**config.mk**
```make
export PLATFORM = sky130hd
export DESIGN_NAME = apb_reg_slave
export DESIGN_NICKNAME = d
export VERILOG_FILES = /design/src/rtl/apb_reg_pkg.sv /design/src/rtl/apb_slv_fsm.sv /design/src/rtl/apb_reg_slave.sv
export SDC_FILE = /design/constraint.sdc
export NUM_CORES = 1
export LEC_CHECK = 0
export BUFFER_PORTS_ARGS = -buffer_cell sky130_fd_sc_hd__buf_4
export CAP_MARGIN = 20
export CORE_ASPECT_RATIO = 0.6
export CORE_UTILIZATION = 34
export DETAILED_ROUTE_END_ITERATION = 16
export HOLD_SLACK_MARGIN = 0.08
export SLEW_MARGIN = 20
export SYNTH_ARGS = -nofsm -noshare
export SYNTH_HDL_FRONTEND = slang
export SYNTH_SLANG_ARGS = --single-unit
```
**constraint.sdc**
```tcl
create_clock -name cpuclk -period 1.95 [get_ports cpuclk]
set_input_delay 0.39 -clock cpuclk [delete_from_list [all_inputs] [get_ports cpuclk]]
set_output_delay 0.39 -clock cpuclk [all_outputs]
set_load 0.01 [all_outputs]
```
**src/rtl/apb_reg_pkg.sv**
```systemverilog
// rtl/apb_reg_pkg.sv - shared register map, field widths and handshake state encoding
package apb_reg_pkg;

    localparam int CTRL_W  = 8;
    localparam int IRQ_W   = 4;
    localparam int FRAME_W = 16;

    localparam logic [11:0] REG_ID        = 12'h000;
    localparam logic [11:0] REG_CTRL      = 12'h004;
    localparam logic [11:0] REG_CASET     = 12'h008;
    localparam logic [11:0] REG_PASET     = 12'h00C;
    localparam logic [11:0] REG_STATUS    = 12'h010;
    localparam logic [11:0] REG_IRQ       = 12'h014;
    localparam logic [11:0] REG_IRQ_MASK  = 12'h018;
    localparam logic [11:0] REG_SCRATCH   = 12'h01C;
    localparam logic [11:0] REG_FRAME_CNT = 12'h020;

    typedef enum logic [1:0] {
        IDLE = 2'd0,
        WAIT = 2'd1,
        RESP = 2'd2,
        DONE = 2'd3
    } apb_state_e;

    // The map is dense: every word-aligned offset from ID up to FRAME_CNT exists
    function automatic logic is_mapped(input logic [11:0] off);
        return (off <= REG_FRAME_CNT);
    endfunction

endpackage

```
**src/rtl/apb_slv_fsm.sv**
```systemverilog
// rtl/apb_slv_fsm.sv - completer handshake FSM with programmable wait-state counter
module apb_slv_fsm
    import apb_reg_pkg::*;
#(
    parameter int WAIT_STATES = 2
) (
    input  logic        cpuclk,
    input  logic        rst,
    input  logic        psel,
    input  logic [19:0] paddr,
    input  logic        pwrite,
    input  logic [31:0] pwdata,
    output logic [19:0] addr_o,
    output logic [31:0] wdata_o,
    output logic        wr_stb_o,
    output logic        pready_o
);

    localparam logic [3:0] WAIT_LOAD = (WAIT_STATES > 0) ? 4'(WAIT_STATES - 1) : 4'd0;

    apb_state_e  state_q, state_d;
    logic [3:0]  cnt_q, cnt_d;
    logic [19:0] addr_q, addr_d;
    logic [31:0] wdata_q, wdata_d;
    logic        write_q, write_d;
    logic        pready_q, pready_d;
    logic        wr_stb_q, wr_stb_d;

    // Next-state logic; pready and the write strobe are decided one cycle ahead so both leave as flops
    always_comb begin
        state_d  = state_q;
        cnt_d    = cnt_q;
        addr_d   = addr_q;
        wdata_d  = wdata_q;
        write_d  = write_q;
        pready_d = 1'b0;
        wr_stb_d = 1'b0;
        case (state_q)
            IDLE: begin
                if (psel) begin
                    addr_d  = paddr;
                    wdata_d = pwdata;
                    write_d = pwrite;
                    if (WAIT_STATES == 0) begin
                        state_d  = RESP;
                        pready_d = 1'b1;
                        wr_stb_d = pwrite;
                    end else begin
                        state_d = WAIT;
                        cnt_d   = WAIT_LOAD;
                    end
                end
            end
            WAIT: begin
                if (cnt_q == 4'd0) begin
                    state_d  = RESP;
                    pready_d = 1'b1;
                    wr_stb_d = write_q;
                end else begin
                    cnt_d = cnt_q - 4'd1;
                end
            end
            RESP:    state_d = DONE;
            DONE:    state_d = IDLE;
            default: state_d = IDLE;
        endcase
    end

    // State, counter, latched request and registered handshake outputs
    always_ff @(posedge cpuclk) begin
        if (rst) begin
            state_q  <= IDLE;
            cnt_q    <= 4'd0;
            addr_q   <= 20'd0;
            wdata_q  <= 32'd0;
            write_q  <= 1'b0;
            pready_q <= 1'b0;
            wr_stb_q <= 1'b0;
        end else begin
            state_q  <= state_d;
            cnt_q    <= cnt_d;
            addr_q   <= addr_d;
            wdata_q  <= wdata_d;
            write_q  <= write_d;
            pready_q <= pready_d;
            wr_stb_q <= wr_stb_d;
        end
    end

    assign addr_o   = addr_q;
    assign wdata_o  = wdata_q;
    assign wr_stb_o = wr_stb_q;
    assign pready_o = pready_q;

endmodule

```
**src/rtl/apb_reg_slave.sv**
```systemverilog
// rtl/apb_reg_slave.sv - APB completer register bank for panel window/irq/frame control; option APB_ADDR_CHECK_EN
module apb_reg_slave
    import apb_reg_pkg::*;
#(
    parameter logic [7:0]  BASE_PAGE   = 8'h00,
    parameter int          WAIT_STATES = 2,
    parameter logic [31:0] ID_VALUE    = 32'h4D49_0103
) (
    input  logic        cpuclk,
    input  logic        rst,
    input  logic [19:0] paddr,
    input  logic        psel,
    input  logic        pwrite,
    input  logic [31:0] pwdata,
    output logic [31:0] prdata,
    output logic        pready,
    output logic [7:0]  ctrl_o,
    output logic [31:0] caset_o,
    output logic [31:0] paset_o,
    output logic        win_upd_o,
    input  logic [7:0]  sts_i,
    input  logic [3:0]  irq_src_i,
    input  logic        frame_i,
    output logic        irq_o
);

`ifdef APB_ADDR_CHECK_EN
    localparam int          IRQ_BITS = IRQ_W + 1;
    localparam logic [31:0] MISS_DATA = 32'hDEAD_BEEF;
`else
    localparam int          IRQ_BITS = IRQ_W;
    localparam logic [31:0] MISS_DATA = 32'h0000_0000;
`endif

    logic [19:0] addr_w;
    logic [31:0] wdata_w;
    logic        wr_stb_w;
    logic        pready_w;

    apb_slv_fsm #(
        .WAIT_STATES (WAIT_STATES)
    ) u_fsm (
        .cpuclk   (cpuclk),
        .rst      (rst),
        .psel     (psel),
        .paddr    (paddr),
        .pwrite   (pwrite),
        .pwdata   (pwdata),
        .addr_o   (addr_w),
        .wdata_o  (wdata_w),
        .wr_stb_o (wr_stb_w),
        .pready_o (pready_w)
    );

    logic [11:0] off;
    logic        hit;
    logic        wr_hit;

    // Byte-offset bits are don't-care; the page must match and the word must be in the map
    assign off    = addr_w[11:0] & 12'hFFC;
    assign hit    = (addr_w[19:12] == BASE_PAGE) && is_mapped(off);
    assign wr_hit = wr_stb_w && hit;

    logic [CTRL_W-1:0]   ctrl_q, ctrl_d;
    logic [31:0]         caset_q, caset_d;
    logic [31:0]         paset_q, paset_d;
    logic [IRQ_BITS-1:0] irq_q, irq_d;
    logic [IRQ_BITS-1:0] mask_q, mask_d;
    logic [31:0]         scratch_q, scratch_d;
    logic [FRAME_W-1:0]  frame_q, frame_d;
    logic                win_upd_q, win_upd_d;
    logic                irq_o_q, irq_o_d;
    logic [IRQ_BITS-1:0] irq_set;
    logic [IRQ_BITS-1:0] irq_clr;
    logic [31:0]         rdata;

`ifdef APB_ADDR_CHECK_EN
    assign irq_set = {pready_w & ~hit, irq_src_i};
`else
    assign irq_set = irq_src_i;
`endif

    // Read mux from the latched address; prdata is forced to 0 outside the pready cycle
    always_comb begin
        rdata = MISS_DATA;
        if (hit) begin
            case (off)
                REG_ID:        rdata = ID_VALUE;
                REG_CTRL:      rdata = {{(32-CTRL_W){1'b0}}, ctrl_q};
                REG_CASET:     rdata = caset_q;
                REG_PASET:     rdata = paset_q;
                REG_STATUS:    rdata = {24'd0, sts_i};
                REG_IRQ:       rdata = {{(32-IRQ_BITS){1'b0}}, irq_q};
                REG_IRQ_MASK:  rdata = {{(32-IRQ_BITS){1'b0}}, mask_q};
                REG_SCRATCH:   rdata = scratch_q;
                REG_FRAME_CNT: rdata = {{(32-FRAME_W){1'b0}}, frame_q};
                default:       rdata = MISS_DATA;
            endcase
        end
    end

    assign prdata = pready_w ? rdata : 32'd0;
    assign pready = pready_w;

    // Register file next-state: writes commit at the end of the pready cycle, events set IRQ after clears
    always_comb begin
        ctrl_d    = ctrl_q;
        caset_d   = caset_q;
        paset_d   = paset_q;
        mask_d    = mask_q;
        scratch_d = scratch_q;
        irq_clr   = '0;
        win_upd_d = 1'b0;
        if (wr_hit) begin
            case (off)
                REG_CTRL:     ctrl_d    = wdata_w[CTRL_W-1:0];
                REG_CASET:    caset_d   = wdata_w;
                REG_PASET:    paset_d   = wdata_w;
                REG_IRQ:      irq_clr   = wdata_w[IRQ_BITS-1:0];
                REG_IRQ_MASK: mask_d    = wdata_w[IRQ_BITS-1:0];
                REG_SCRATCH:  scratch_d = wdata_w;
                default:      ;
            endcase
            win_upd_d = (off == REG_CASET) || (off == REG_PASET);
        end
        irq_d   = (irq_q & ~irq_clr) | irq_set;
        frame_d = frame_q + FRAME_W'(frame_i);
        irq_o_d = |(irq_q & mask_q);
    end

    // Register file state
    always_ff @(posedge cpuclk) begin
        if (rst) begin
            ctrl_q    <= '0;
            caset_q   <= '0;
            paset_q   <= '0;
            irq_q     <= '0;
            mask_q    <= '0;
            scratch_q <= '0;
            frame_q   <= '0;
            win_upd_q <= 1'b0;
            irq_o_q   <= 1'b0;
        end else begin
            ctrl_q    <= ctrl_d;
            caset_q   <= caset_d;
            paset_q   <= paset_d;
            irq_q     <= irq_d;
            mask_q    <= mask_d;
            scratch_q <= scratch_d;
            frame_q   <= frame_d;
            win_upd_q <= win_upd_d;
            irq_o_q   <= irq_o_d;
        end
    end

    assign ctrl_o    = ctrl_q;
    assign caset_o   = caset_q;
    assign paset_o   = paset_q;
    assign win_upd_o = win_upd_q;
    assign irq_o     = irq_o_q;

endmodule

```
# --- Word-level counts from Yosys, hierarchy flattened ---
# Index checks and enable logic that the tools add are counted.
totals:
  elab_cells: 72
  input_bits: 69
  ff_bits: 191
op_classes:
  order_cmp: 1
  muxes: 12
  eq_ne: 14
  reduce_logical: 20
  bitwise_logic: 7
  n_addsub: 2
ops:
  columns: ["operator", "n"]
  rows:
  - ["one-hot mux 32 bit (9 select lines)", 1]
  - ["two-way mux 32 bit", 2]
  - ["equality test 10 x 3 -> 1 bit, second input constant", 4]
  - ["equality test 10 x 2 -> 1 bit, second input constant", 2]
  - ["adder 16 x 1 -> 16 bit", 1]
  - ["two-way mux 4 bit", 4]
  - ["AND reduction 2 bit", 7]
  - ["<= comparator 12 x 6 -> 1 bit, second input constant", 1]
  - ["logical NOT 12 bit", 1]
  - ["equality test 10 x 1 -> 1 bit, second input constant", 1]
  - ["equality test 10 x 4 -> 1 bit, second input constant", 1]
  - ["bitwise AND 4 bit", 2]
  - ["logical NOT 8 bit", 1]
  - ["one-hot mux 2 bit (4 select lines)", 1]
  - ["one-hot mux 4 bit (2 select lines)", 1]
  - ["equality test 2 bit, second input constant", 2]
  - ["logical NOT 4 bit", 1]
  - ["two-way mux 2 bit", 2]
  - ["!= test 2 bit, second input constant", 2]
  - ["inverter 4 bit", 1]
  - ["bitwise OR 4 bit", 1]
  - ["OR reduction 2 bit", 2]
  - ["OR reduction 4 bit", 1]
  - ["subtractor 4 x 1 -> 4 bit, second input constant", 1]
  - ["other kinds (10)", 13]

# --- Logic depth before layout (Yosys ltp) ---
# Gate-level depths: netlist of the first run.
depth:
  depth_word: 7
  depth_mapped: 8
  ltp_nobuf: 7

# --- Cells and area by module ---
# Synthesis of the first run repeated with hierarchy kept, for this count alone.
hier_totals:
  cells_unflattened: 991
  area_unflattened_um2: 8988.6
modules_own_cells:
  columns: ["mod", "instances", "area_each_um2", "seq_area_each_um2", "cells_each"]
  rows:
  - ["apb_reg_slave", 1, 6691.4, 2602.5, 709]
  - ["apb_slv_fsm", 1, 2297.2, 1221.2, 282]

# --- Worst setup path after synthesis of the first run ---
# No wires, ideal clock.
synth_timing:
  path_kind: "reg2out"
  startpoint: "reg u_fsm.addr_q[6], in the netlist u_fsm.addr_o[6]"
  endpoint: "out prdata[10]"
  path_slack_ps: -260
  arrival_time_ps: 1820
  n_path_buf: 1
  path_stages_with_launch: 7
  path_cell_list: "dfxtp_1 nor4_1 nand2_1 nor2_1 buf_2 a22oi_1 nor2_1"
synth_between:
  elab_chain_cells: 4
  word_cells_on_any_way: 14
synth_lines:
  columns: ["item", "line_no", "source"]
  rows:
  - ["from (decl)", "apb_slv_fsm.sv:23", "logic [19:0] addr_q, addr_d;"]
  - ["from (signal assigned)", "apb_slv_fsm.sv:82", "addr_q <= addr_d;"]
  - ["<= comparator 12 x 6 -> 1 bit, or another cell as far along", "apb_reg_pkg.sv:27", "return (off <= REG_FRAME_CNT);"]
  - ["logical AND 1 bit / one-hot mux 32 bit (9 select lines) (equally long branches)", "apb_reg_slave.sv:61, apb_reg_slave.sv:87", null]
  - ["two-way mux 32 bit *", "apb_reg_slave.sv:86", "if (hit) begin"]
  - ["two-way mux 32 bit *", "apb_reg_slave.sv:102", "assign prdata = pready_w ? rdata : 32'd0;"]
  - ["to (decl)", "apb_reg_slave.sv:15", "output logic [31:0] prdata,"]
# Every way passes the cells marked *; elsewhere a longest branch is shown, timed or not.

# --- Worst setup path after layout of the first run ---
layout_timing:
  startpoint: "reg u_fsm.addr_q[16], in the netlist u_fsm.addr_o[16]"
  endpoint: "out prdata[2]"
layout_between:
  elab_chain_cells: 4
layout_lines:
  columns: ["item", "line_no", "source"]
  rows:
  - ["logical NOT 8 bit", "apb_reg_slave.sv:61", "assign hit = (addr_w[19:12] == BASE_PAGE) && is_mapped(off);"]
  - ["logical AND 1 bit", "apb_reg_slave.sv:61", null]
  - ["two-way mux 32 bit", "apb_reg_slave.sv:86", null]
  - ["two-way mux 32 bit", "apb_reg_slave.sv:102", null]
# No other way between the ends.

==> results of run 1 <==
==> synthesized netlist by cell type, drive strengths merged <==
| cell | instances | share of area |
|---|---|---|
| clkbuf | 54 | 0.025 |
| a32o | 1 | 0.0012 |
| a311oi | 5 | 0.0054 |
| dfxtp | 189 | 0.47 |
| and2 | 6 | 0.0046 |
| nor2 | 105 | 0.049 |
| xor2 | 6 | 0.0065 |
| or3 | 3 | 0.0023 |
| xnor2 | 8 | 0.0086 |
| a32oi | 3 | 0.0032 |
| a31oi | 2 | 0.0015 |
| nor3 | 12 | 0.011 |
| o21bai | 2 | 0.0019 |
| ha | 7 | 0.011 |
| nor2b | 13 | 0.010 |
| nand2 | 251 | 0.12 |
| a211oi | 3 | 0.0028 |
| buf | 16 | 0.011 |
| o21ai | 10 | 0.0062 |
| nand3 | 15 | 0.0093 |
| nand2b | 10 | 0.0086 |
| a2bb2oi | 1 | 0.0011 |
| o31ai | 1 | 0.00093 |
| a222oi | 7 | 0.0086 |
| o211ai | 1 | 0.00093 |
| a21oi | 132 | 0.081 |
| or4 | 1 | 0.00093 |
| a221o | 1 | 0.0012 |
| and4 | 1 | 0.0011 |
| a22o | 20 | 0.022 |
| nand3b | 2 | 0.0019 |
| nand4 | 6 | 0.0046 |
| mux2i | 54 | 0.067 |
| o22ai | 3 | 0.0023 |
| a22oi | 26 | 0.024 |
| o2bb2ai | 1 | 0.0011 |
| nor4 | 5 | 0.0046 |
| mux2 | 1 | 0.0014 |
| inv | 10 | 0.0046 |
| and3 | 4 | 0.0031 |
| a21o | 1 | 0.00093 |
| nor4b | 1 | 0.0011 |
| or3b | 1 | 0.0011 |
| nor3b | 3 | 0.0028 |
==> routing by layer <==
| layer | part of all wire | track usage | vias up | wire (um) |
|---|---|---|---|---|
| met3 | 0.070 | 0.0476 | 20 | 2070 |
| met4 | 0.0095 | 0.0582 | 0 | 282 |
| li1 | - | - | 3920 | - |
| met5 | 0 | 0 | - | 0 |
| met1 | 0.51 | 0.361 | 3843 | 15000 |
| met2 | 0.41 | 0.329 | 298 | 12200 |
==> repair_timing <==
item,in CTS,in global routing
pin swaps,49,43
gates cloned,6,6
setup endpoints to repair,124,144
hold buffers,0,0
gates resized for setup,99,115
buffers inserted,12,5
==> through the flow <==
stage | hold WS (ns) | setup TNS, ns | area (um2) | power (mW) | utilization
after global routing | 0.184 | -61.14 | 12300 | 11.6 | 0.527
after global placement | 0.439 | -11.95 | 10500 | 7.14 | 0.453
after detailed placement | 0.445 | -14.61 | 10500 | 7.18 | 0.453
after CTS | 0.171 | -38.04 | 11700 | 10.9 | 0.505
after floorplan | 0.430 | -4.11 | 8240 | 5.86 | -
final | 0.184 | -52.20 | 12300 | 11.1 | 0.527
==> worst max-delay path, cell delays in order, from the launching register on <==
cell and delay, ns:
dfxtp_1 0.31, or4_4 0.57, nor2b_4 0.14, nand4_1 0.12, buf_6 0.20, buf_4 0.17, nor2_2 0.11, buf_4 0.13
==> flip-flops by register name (all words and copies together), names as in the netlist <==
register,count
caset_o,32
ctrl_o,8
frame_q,16
irq_o,1
irq_q,4
mask_q,4
paset_o,32
scratch_q,32
u_fsm.addr_o,18
u_fsm.cnt_q,4
u_fsm.pready_o,1
u_fsm.state_q,2
u_fsm.wdata_o,32
u_fsm.wr_stb_o,1
u_fsm.write_q,1
win_upd_o,1
==> power by group through the flow <==
stage	Clock, mW	Sequential [mW]	Combinational [mW]
after CTS	3.60	4.43	2.89
after detailed placement	0	4.47	2.71
after floorplan	0	4.37	1.49
after global routing	3.76	4.50	3.31
final	3.55	4.47	3.05
after global placement	0	4.46	2.68
==> path summary, 6_finish.rpt <==
path	startpoint	endpoint
max	u_fsm.addr_o[16]	prdata[2]
min	paddr[19]	u_fsm.addr_o[19]
min reg2reg	scratch_q[9]	scratch_q[9]
max reg2reg	u_fsm.addr_o[19]	caset_o[10]
==> layout make-up <==
class                      count  area share
clock inverter                11      0.0101
multi-input combinational    735       0.385
inverter                      10     0.00306
sequential                   189       0.309
tap                          315      0.0321
clock buffer                  21      0.0384
timing repair buffer         289       0.222
==> logic make-up after synthesis <==
family          after synthesis
simple gates                439
buf+inv                      80
mux                          55
fa+ha+maj                     7
compound gates              220
flops                       189
xor+xnor                     14
==> impl_metrics.py, run 1 <==
metrics = {
    "global_routing": {
        "grt_use_total": 0.235,
        "grt_max_degree": 91,
        "grt_pass1_vias": 7357,
        "antenna_found_initial": 0,
        "grt_pass1_wl_um": 43500,
        "overflow": 0,
    },
    "cts": {
        "clk_path_buf_depth": 2,
        "root_buffer": "clkbuf_16",
        "cts_tree": "done",
        "cts_made_buffers": 17,
        "insertion_delay_ns": 0.45,
        "clkTransAtPathRegs_ns": 0.07,
        "cts.sinks": 189,
        "h-tree-depth": 4,
    },
    "power": {
        "vdd_drop_max_mv": 0.571,
        "leakage_nw": 4.90,
        "p_switching_mw": 3.67,
        "p_clk_frac": 0.321,
        "internal_power_mw": 7.40,
        "p_per_area_mw_per_mm2": 903,
        "combPwrFrac": 0.275,
        "seqPwrFrac": 0.404,
        "switching_share": 0.331,
    },
    "timing": {
        "setup_viol": 144,
        "max_freq_mhz": 387,
        "slew_viol_final": 0,
        "fin_crit_sh": 1.33,
        "tightest_slew_ns": 0.500,
        "rsz0062_at_grt": "yes",
        "hold_violations": 0,
        "slew_headroom": 0.666,
        "period_minus_slack_ns": 2.59,
        "skew_ns": 0.0154,
        "setup_slack_ns": -0.637,
    },
    "synthesis": {
        "muxShareOfSynthArea": 0.0680,
        "synth_top_family_by_area": "simple AND/OR/NAND/NOR gates",
        "synth_fp_nets": 1080,
        "synth_area_mm2": 0.00811,
        "ys_seq_elements": 189,
        "syn_area_per_cell_um2": 8.08,
        "synth_cell_type_count": 50,
        "synth_xor_area_frac": 0.0151,
        "synthAdderAreaFrac": 0.0108,
        "postSynthCellCount": 1004,
        "synth-compound-area-share": 0.166,
        "ys_warn_count": 0,
        "yosysSeqAreaShare": 0.467,
        "yosys.area_share.simple": 0.232,
    },
    "hold_path": {
        "min_path_type": "input port to flip-flop",
        "whs_path_depth": 3,
    },
    "final_layout": {
        "area_delta_synth_final_pct": 51.2,
        "seqCellArea_mm2": 0.00379,
        "final_cell_mix": "234 x buf_4, 188 x nand2_1, 185 x dfxtp_1",
        "stdcell_count": 1570,
        "mostFrequentLayoutCell": "buf_4",
        "num_antenna_cells": 0,
        "nFillCells": 2198,
        "nNetsFinal": 1318,
        "multiInputGateArea_mm2": 0.00472,
        "drive_gt1_frac": 0.394,
    },
    "floorplan": {
        "ios": 176,
        "die-area_mm2": 0.0245,
        "initial_core_util": 0.349,
        "core_area_mm2": 0.0232,
        "dieWidth_um": 201,
        "die_y_um": 122,
        "placementRows": 43,
    },
    "route": {
        "wl_per_cell_um": 18.8,
        "drt_iter0_drc": 616,
        "drc": 0,
        "ant_nets": 0,
        "vias": 8081,
        "drt-pass1-iter-count": 5,
        "viasPerCell": 5.15,
        "drt-total-wl_um": 29500,
    },
    "worst_setup_path": {
        "cp_data_required_time_ns": 1.56,
        "worstPathMaxFanout": 8,
        "worstPathArrival_ns": 2.20,
        "crit_type": "flip-flop to output port",
        "start_kind": "flip-flop",
        "crit_path_end_kind": "output port",
        "reg2reg_depth": 12,
        "r2r_setup_slack_ns": -0.39,
    },
    "placed_design": {
        "gp_congestion": 0.893,
        "placedCellCount": 1512,
        "dpl_worst_slack_ns": -0.257,
        "port_buffers": 173,
        "dp.final_hpwl_um": 19300,
    },
    "flow_run": {
        "maxCapViolCount": 0,
    },
    "outcome": {
        "status": "finished, violations left",
        "failed_checks": "negative setup slack",
    },
}
Note: power is estimated with default switching activity, not from simulation.
==> inputs of run 2 (changes only) <==
Settings changed: SYNTH_HIERARCHICAL set to 1.
==> impl_metrics.py, run 2 <==
metrics = {
    "power": {
        "vdd_drop_max_mv": 0.583,
        "internal_power_mw": 7.83,
        "p_clk_frac": 0.336,
        "p_per_area_mw_per_mm2": 931,
        "seqPwrFrac": 0.376,
        "leakage_nw": 5.05,
        "combPwrFrac": 0.288,
        "switching_share": 0.319,
        "p_switching_mw": 3.67,
    },
    "synthesis": {
        "synth_area_mm2": 0.00892,
        "postSynthCellCount": 983,
        "synth_fp_nets": 1060,
        "syn_area_per_cell_um2": 9.08,
        "ys_warn_count": 6,
    },
    "final_layout": {
        "seqCellArea_mm2": 0.00379,
        "multiInputGateArea_mm2": 0.00502,
        "final_cell_mix": "239 x buf_4, 182 x dfxtp_1, 143 x nand2b_1",
        "num_antenna_cells": 0,
        "mostFrequentLayoutCell": "buf_4",
        "nNetsFinal": 1285,
        "design_area_mm2": 0.0124,
        "nFillCells": 2438,
        "area_delta_synth_final_pct": 38.4,
        "drive_gt1_frac": 0.327,
    },
    "worst_setup_path": {
        "crit_type": "flip-flop to output port",
        "worstPathMaxFanout": 6,
        "critPathLaunch": "u_fsm/addr_o[6]",
        "cp_num_buf_inv": 2,
        "critPathSlowestCell": "or4_4",
        "start_kind": "flip-flop",
        "r2r_start": "u_fsm/addr_o[10]",
        "crit_family": "simple AND/OR/NAND/NOR gates",
        "cp_data_required_time_ns": 1.56,
        "crit_path_end_kind": "output port",
        "crit_chain": "or4_4, nor4_4, buf_4, a222oi_1, a21oi_4, buf_6",
        "cpPeakStageDelay_ns": 0.61,
        "worstPathArrival_ns": 2.38,
    },
    "timing": {
        "rsz0062_at_grt": "yes",
        "slew_viol_final": 0,
        "skew_ns": 0.0140,
        "fin_crit_sh": 1.42,
        "period_minus_slack_ns": 2.77,
        "tightest_slew_ns": 0.821,
        "max_freq_mhz": 361,
        "hold_violations": 0,
        "setup_slack_ns": -0.818,
        "holdWs_ns": 0.188,
        "tns_ns": -29.39,
        "setup_viol": 91,
        "slew_headroom": 0.453,
    },
    "global_routing": {
        "grt_use_total": 0.222,
        "grt_max_degree": 86,
        "antenna_found_initial": 0,
        "overflow": 0,
        "grt_pass1_wl_um": 44700,
        "grt_pass1_vias": 7282,
    },
    "route": {
        "viasPerCell": 5.03,
        "vias": 7906,
        "drt-pass1-iter-count": 6,
        "drc": 0,
        "wl_per_cell_um": 19.1,
        "drt_iter0_drc": 669,
        "drt-total-wl_um": 30000,
        "ant_nets": 0,
    },
    "cts": {
        "cts_made_buffers": 17,
        "clkTransAtPathRegs_ns": 0.07,
        "root_buffer": "clkbuf_16",
        "cts.sinks": 189,
        "insertion_delay_ns": 0.45,
        "h-tree-depth": 4,
        "cts_tree": "done",
        "clk_path_buf_depth": 2,
    },
    "floorplan": {
        "initial_core_util": 0.350,
        "die-area_mm2": 0.0269,
        "die_y_um": 127,
        "dieWidth_um": 211,
        "ios": 176,
        "placementRows": 45,
        "core_area_mm2": 0.0255,
    },
    "outcome": {
        "failed_checks": "negative setup slack",
        "status": "finished, violations left",
    },
    "hold_path": {
        "min_path_type": "input port to flip-flop",
        "min-delay-start": "pwdata[18]",
    },
    "placed_design": {
        "gp_congestion": 0.865,
        "port_buffers": 173,
        "dp.final_hpwl_um": 22000,
        "placed_area_mm2": 0.0113,
    },
    "flow_run": {
        "maxCapViolCount": 0,
    },
}
==> run 2: cell types whose count changed in the layout (fill, tap and decap cells not counted), moves of 8 or more <==
cell,before,now
mux2_2,1,14
a21oi_1,81,73
nand2_1,188,141
nor2_1,75,28
mux2i_1,54,104
nand3b_1,2,10
nand2_4,25,1
a22oi_2,0,8
nand2b_1,9,143
nand2_2,38,1
a22o_1,20,7
a22oi_1,26,15
nor2_2,25,4
a21oi_2,49,9
==> run 2: tightest hold or removal path: stages <==
cell and delay (ns):
buf_4 0.11, nand2_1 0.04, a21oi_1 0.05
==> run 2: power groups by stage <==
stage	registers [mW]	clock network, mW	logic (mW)
finish	4.32	3.86	3.31
global route	4.35	4.11	3.57
CTS	4.30	3.91	3.04
detailed placement	4.39	0	2.97
global placement	4.38	0	2.94
floorplan	4.35	0	1.70
==> run 2: layout make-up <==
class | instances | share of cell area
Multi-Input combinational cell | 713 | 0.406
Sequential cell | 189 | 0.307
Timing Repair Buffer | 277 | 0.196
Clock buffer | 21 | 0.0373
Tap cell | 352 | 0.0357
Clock inverter | 11 | 0.0146
Inverter | 10 | 0.00304
==> run 2: final timing paths <==
check,endpoint,slack (ns),cells after the start
hold reg to reg,u_fsm/wdata_o[21],0.46,2
setup reg to reg,scratch_q[4],-0.16,10
hold / removal,u_fsm/wdata_o[18],0.19,3
setup / recovery,prdata[5],-0.82,6
==> run 2: routing by layer <==
| metal | wire length (um) | up-vias | global-route usage | part of all wire |
|---|---|---|---|---|
| li1 | - | 3856 | - | - |
| met3 | 2500 | 23 | 0.0607 | 0.083 |
| met5 | 0 | - | 0 | 0 |
| met4 | 365 | 0 | 0.0503 | 0.012 |
| met2 | 12000 | 270 | 0.294 | 0.40 |
| met1 | 15200 | 3757 | 0.344 | 0.51 |
==> run 2: per-stage QoR <==
stage,worst slack [ns],cells,util,total power [mW]
final,-0.818,1573,0.484,11.5
after global routing,-0.908,1573,0.484,12.0
after CTS,-0.850,1568,0.474,11.3
after detailed placement,-0.390,1534,0.444,7.36
after global placement,-0.359,1534,0.444,7.33
after floorplan,-0.213,983,-,6.05
==> run 2: timing repair <==
action,in CTS,in global routing
setup endpoints to repair,100,136
gates cloned,1,1
hold buffers,0,0
pin swaps,8,14
resized for setup,25,51
buffers inserted,4,4
